File: src/rtl/router_fifo.sv
// router_fifo: per-port packet FIFO with header-tagged entries and a parity-end pkt_done pulse.
module router_fifo #(
  parameter int DEPTH = 16,
  parameter int WIDTH = 8
) (
  input  logic             clock,
  input  logic             resetn,
  input  logic             soft_reset,
  input  logic             write_enb,
  input  logic             read_enb,
  input  logic             lfd_state,
  input  logic [WIDTH-1:0] data_in,
  output logic [WIDTH-1:0] data_out,
  output logic             full,
  output logic             empty,
  output logic             pkt_done
);
  localparam int AW = $clog2(DEPTH);
  logic [AW:0] wptr, rptr;
  logic [WIDTH:0] mem [DEPTH];
  logic [WIDTH:0] rd_entry;
  logic [6:0] count;
  logic wr_ok, rd_ok;
  assign empty = wptr == rptr;
  assign full = (wptr[AW-1:0] == rptr[AW-1:0]) && (wptr[AW] != rptr[AW]);
  assign wr_ok = write_enb && !full && !soft_reset;
  assign rd_ok = read_enb && !empty && !soft_reset;
  assign rd_entry = mem[rptr[AW-1:0]];
  always_ff @(posedge clock)
    if (wr_ok) mem[wptr[AW-1:0]] <= {lfd_state, data_in};
  // Header byte carries payload length in [7:2]; count also covers the trailing parity byte.
  always_ff @(posedge clock or negedge resetn)
    if (!resetn) begin
      wptr <= '0;
      rptr <= '0;
      count <= '0;
      data_out <= '0;
      pkt_done <= 1'b0;
    end else if (soft_reset) begin
      wptr <= '0;
      rptr <= '0;
      count <= '0;
      data_out <= '0;
      pkt_done <= 1'b0;
    end else begin
      if (wr_ok) wptr <= wptr + (AW+1)'(1);
      pkt_done <= rd_ok && !rd_entry[WIDTH] && count == 7'd1;
      if (rd_ok) begin
        rptr <= rptr + (AW+1)'(1);
        data_out <= rd_entry[WIDTH-1:0];
        count <= rd_entry[WIDTH] ? {1'b0, rd_entry[7:2]} + 7'd1 : (count != 7'd0 ? count - 7'd1 : 7'd0);
      end
    end
endmodule
File: config.mk
export PLATFORM = sky130hd
export DESIGN_NAME = router_fifo
export DESIGN_NICKNAME = d
export VERILOG_FILES = /design/src/rtl/router_fifo.sv
export SDC_FILE = /design/constraint.sdc
export NUM_CORES = 1
export LEC_CHECK = 0
export BUFFER_PORTS_ARGS = -buffer_cell sky130_fd_sc_hd__clkbuf_2
export CORE_ASPECT_RATIO = 0.75
export CORE_MARGIN = 3
export CORE_UTILIZATION = 50
export DETAILED_ROUTE_END_ITERATION = 12
export PLACE_DENSITY = 0.64
export SYNTH_ARGS = -nofsm -noshare
export SYNTH_HDL_FRONTEND = slang
export SYNTH_SLANG_ARGS = --single-unit
File: constraint.sdc
create_clock -name clock -period 4.6 [get_ports clock]
set_input_delay 0.92 -clock clock [delete_from_list [all_inputs] [get_ports clock]]
set_output_delay 0.92 -clock clock [all_outputs]
set_load 0.1 [all_outputs]
==> impl_metrics.ini <==
[synthesis]
synthCells = 421
async_reset_ff_share_pct = 15.29
yosysSeqAreaShare_pct = 69.69
syn_area_um2 = 7138
synth_top_area_share_pct = 60.58
syn_nets = 444
synth_flop_cell = edfxtp_1
synthTopCellsByArea = edfxtp_1, mux4_2, dfrtp_1, nor2_1, xnor2_1
yosys.area.top_type = edfxtp_1
ys_ff_latch = 170
syn_avg_cell_area_um2 = 16.96
synth.distinct_cells = 45
synth_enable_flop_cells = 144
yosysWarningCount = 0

[cells_and_area]
areaGrowthSynthToFinish_pct = 12.09
n_antenna_cell = 0
fin_nets = 473
instances_no_fill = 638
drive_gt1_share_pct = 22.89

[hold_path]
whs_path_depth = 2
min_path_type = reg2reg

[pwr]
max-vdd-ir-drop_mv = 0.2484
p_leak_nw = 2.693
p_per_area_nw_per_um2 = 485.9
cellInternalPower_mw = 2.798
p_sw_mw = 1.091
p_comb_share_pct = 18.5
pwr-share-seq_pct = 45.7
p_total_mw = 3.888
p_clk_share_pct = 35.8
switching_share_pct = 28.05

[global_route]
grt_pass1_vias = 3661
grt_usage_pct = 20.23
grt_pass1_wl_um = 22790
grt_max_degree = 31
gr-total-overflow = 0
antenna_found_initial = 0

[setup_path]
endpoint_kind = output pin
ff2ff_path_depth = 8
slowest_delay_ps = 800
startpoint_type = flop
worst-path-max-fanout = 21
worst_path_max_delay_cell = dfrtp_2
critPathTopFamily = flip-flops
critical_path.cell_chain = xnor2_1, nand4_1, nor2_1, clkbuf_2
arrival_ps = 2200
worstSetupPathType = reg2out
crit_buf_inv = 1
worstPathRequired_ps = 3680
crit_cells = 4

[sta]
hold_viol = 0
setup_tns_ps = 0
fmax_mhz = 320.3
tightest_slew_ps = 974.3
setup_viol = 0
slew_headroom_pct = 34.81
skew_ps = 10.54
finalCriticalPeriod_ps = 3122
slew_violations = 0
fin_crit_sh_pct = 67.87
rsz0062_at_grt = no

[floorplan]
dieWidth_um = 144.0
num_rows = 37
dieArea_um2 = 15760
pin_count = 25
coreArea_um2 = 13840
initial_core_util_pct = 51.57
fp.dieH_um = 109.5

[placement]
place_hpwl_um = 9907
port_buffers = 24
dp_cells = 606
place_congestion = 0.8440

[drt]
drt_iter0_drc = 362
via_per_inst = 5.981
drt-total-wl_um = 14960
firstDrtPassIters = 5
post_drt_wl_per_cell_um = 23.44
antenna_left = 0
drcViolationCount = 0
vias = 3816

[clock_tree]
cts_tree = built
cts_num_sinks = 170
cts_resized = 0
numCtsBuffers = 17
clkLatencyLatePin_ps = 420
post-cts-setup-buffers = 0
cts_buffer_depth = 2
ctsHoldBuffers = 0
cts_root_buf = clkbuf_16
cts.reportedPaths.clkPinSlew_ps = 60
cts_max_level = 4

[flow_run]
cap_violations = 0

[status]
status = completed
-- power by group through the flow --
stage                     sequential (mW)  combinational, mW  clock [mW]
final                                1.78              0.721        1.39
after global routing                 1.79              0.771        1.48
after CTS                            1.78              0.720        1.41
after detailed placement             1.81              0.717           0
after global placement               1.81              0.712           0
after floorplan                      1.85              0.508           0
-- cell usage after synthesis (6+ instances only) --
library cell,count
dfrtp_1,26
nand2_1,30
nor2_1,39
clkbuf_1,10
nand3_1,10
mux4_2,39
edfxtp_1,144
ha_1,9
nor3_1,6
a21oi_1,11
buf_2,7
xnor2_1,14
mux2i_1,10
inv_1,6
-- worst register-to-register path: stages (launching register included) --
cell and delay [ps]:
dfrtp_2 800, buf_4 390, mux4_2 550, a2bb2oi_1 150, a22o_1 280, ha_1 230
and3b_1 190, xnor2_1 130, o32ai_1 210
-- layer usage --
layer / vias up / wire length, um / global-route usage, %
li1: 1695 / - / -
met3: 10 / 896 / 4.174
met2: 130 / 6696 / 28.59
met5: - / 0 / 0
met1: 1981 / 7224 / 32.12
met4: 0 / 137 / 5.578
-- layout make-up --
| class | instances | area [um2] |
|---|---|---|
| Sequential cell | 170 | 4977 |
| Clock buffer | 19 | 432.9 |
| Inverter | 6 | 22.52 |
| Clock inverter | 13 | 142.6 |
| Multi-Input combinational cell | 222 | 2019 |
| Fill cell | 1033 | 5841 |
| Tap cell | 175 | 219.0 |
| Timing Repair Buffer | 33 | 187.7 |
-- worst paths after layout --
check | startpoint | slack, ps | endpoint
hold / removal | data_out[6] | 520 | data_out[6]
min in group asynchronous | resetn | 540 | count[3]
setup / recovery | rptr[0] | 1480 | empty
hold reg to reg | data_out[6] | 520 | data_out[6]
setup reg to reg | rptr[0] | 1580 | count[4]
max in group asynchronous | resetn | 3550 | rptr[0]
-- flip-flops by register name, indices dropped and copies added (netlist names) --
register,cells
wptr,5
data_out,8
pkt_done,1
rptr,5
mem,144
count,7
-- cell families (layout without fill, tap and decap cells) --
| kind of cell | after synthesis | count (layout) | synth area share [%] |
|---|---|---|---|
| flops | 170 | 170 | 69.69 |
| simple gates | 105 | 105 | 6.661 |
| mux | 52 | 52 | 14.18 |
| compound gates | 38 | 38 | 3.663 |
| buf+inv | 29 | 71 | 2.016 |
| xor+xnor | 18 | 18 | 2.209 |
| fa+ha+maj | 9 | 9 | 1.578 |
-- cells in the final DEF (no fill, tap or decap), types with 3 or more instances in the layout --
master / n
a2bb2oi_1: 3
mux4_2: 39
edfxtp_1: 144
xnor2_1: 14
nand3_1: 10
dfrtp_1: 24
clkbuf_16: 17
nand2_1: 30
nand4_1: 4
nor2b_1: 4
xor2_1: 4
inv_1: 6
mux2_2: 3
nor2_1: 39
nand2b_1: 3
buf_4: 9
o21ai_0: 3
clkbuf_2: 24
a22oi_1: 3
clkinvlp_4: 3
a21oi_1: 11
mux2i_1: 10
ha_1: 9
nor3_1: 6
inv_6: 3
clkinv_4: 3
-- stage by stage --
| stage | utilization, % | worst slack [ps] | area (um2) | hold slack (ps) |
|---|---|---|---|---|
| 6_report | 57.81 | 1478 | 8001 | 524.9 |
| 3_3_place_gp | 53.65 | 1580 | 7426 | 514.2 |
| 5_1_grt | 57.81 | 1264 | 8001 | 564.1 |
| 3_5_place_dp | 53.65 | 1522 | 7426 | 521.4 |
| 4_1_cts | 57.81 | 1402 | 8001 | 530.4 |
| 2_1_floorplan | - | 1312 | 7138 | 557.5 |
Note: power is estimated with default switching activity, not from simulation.
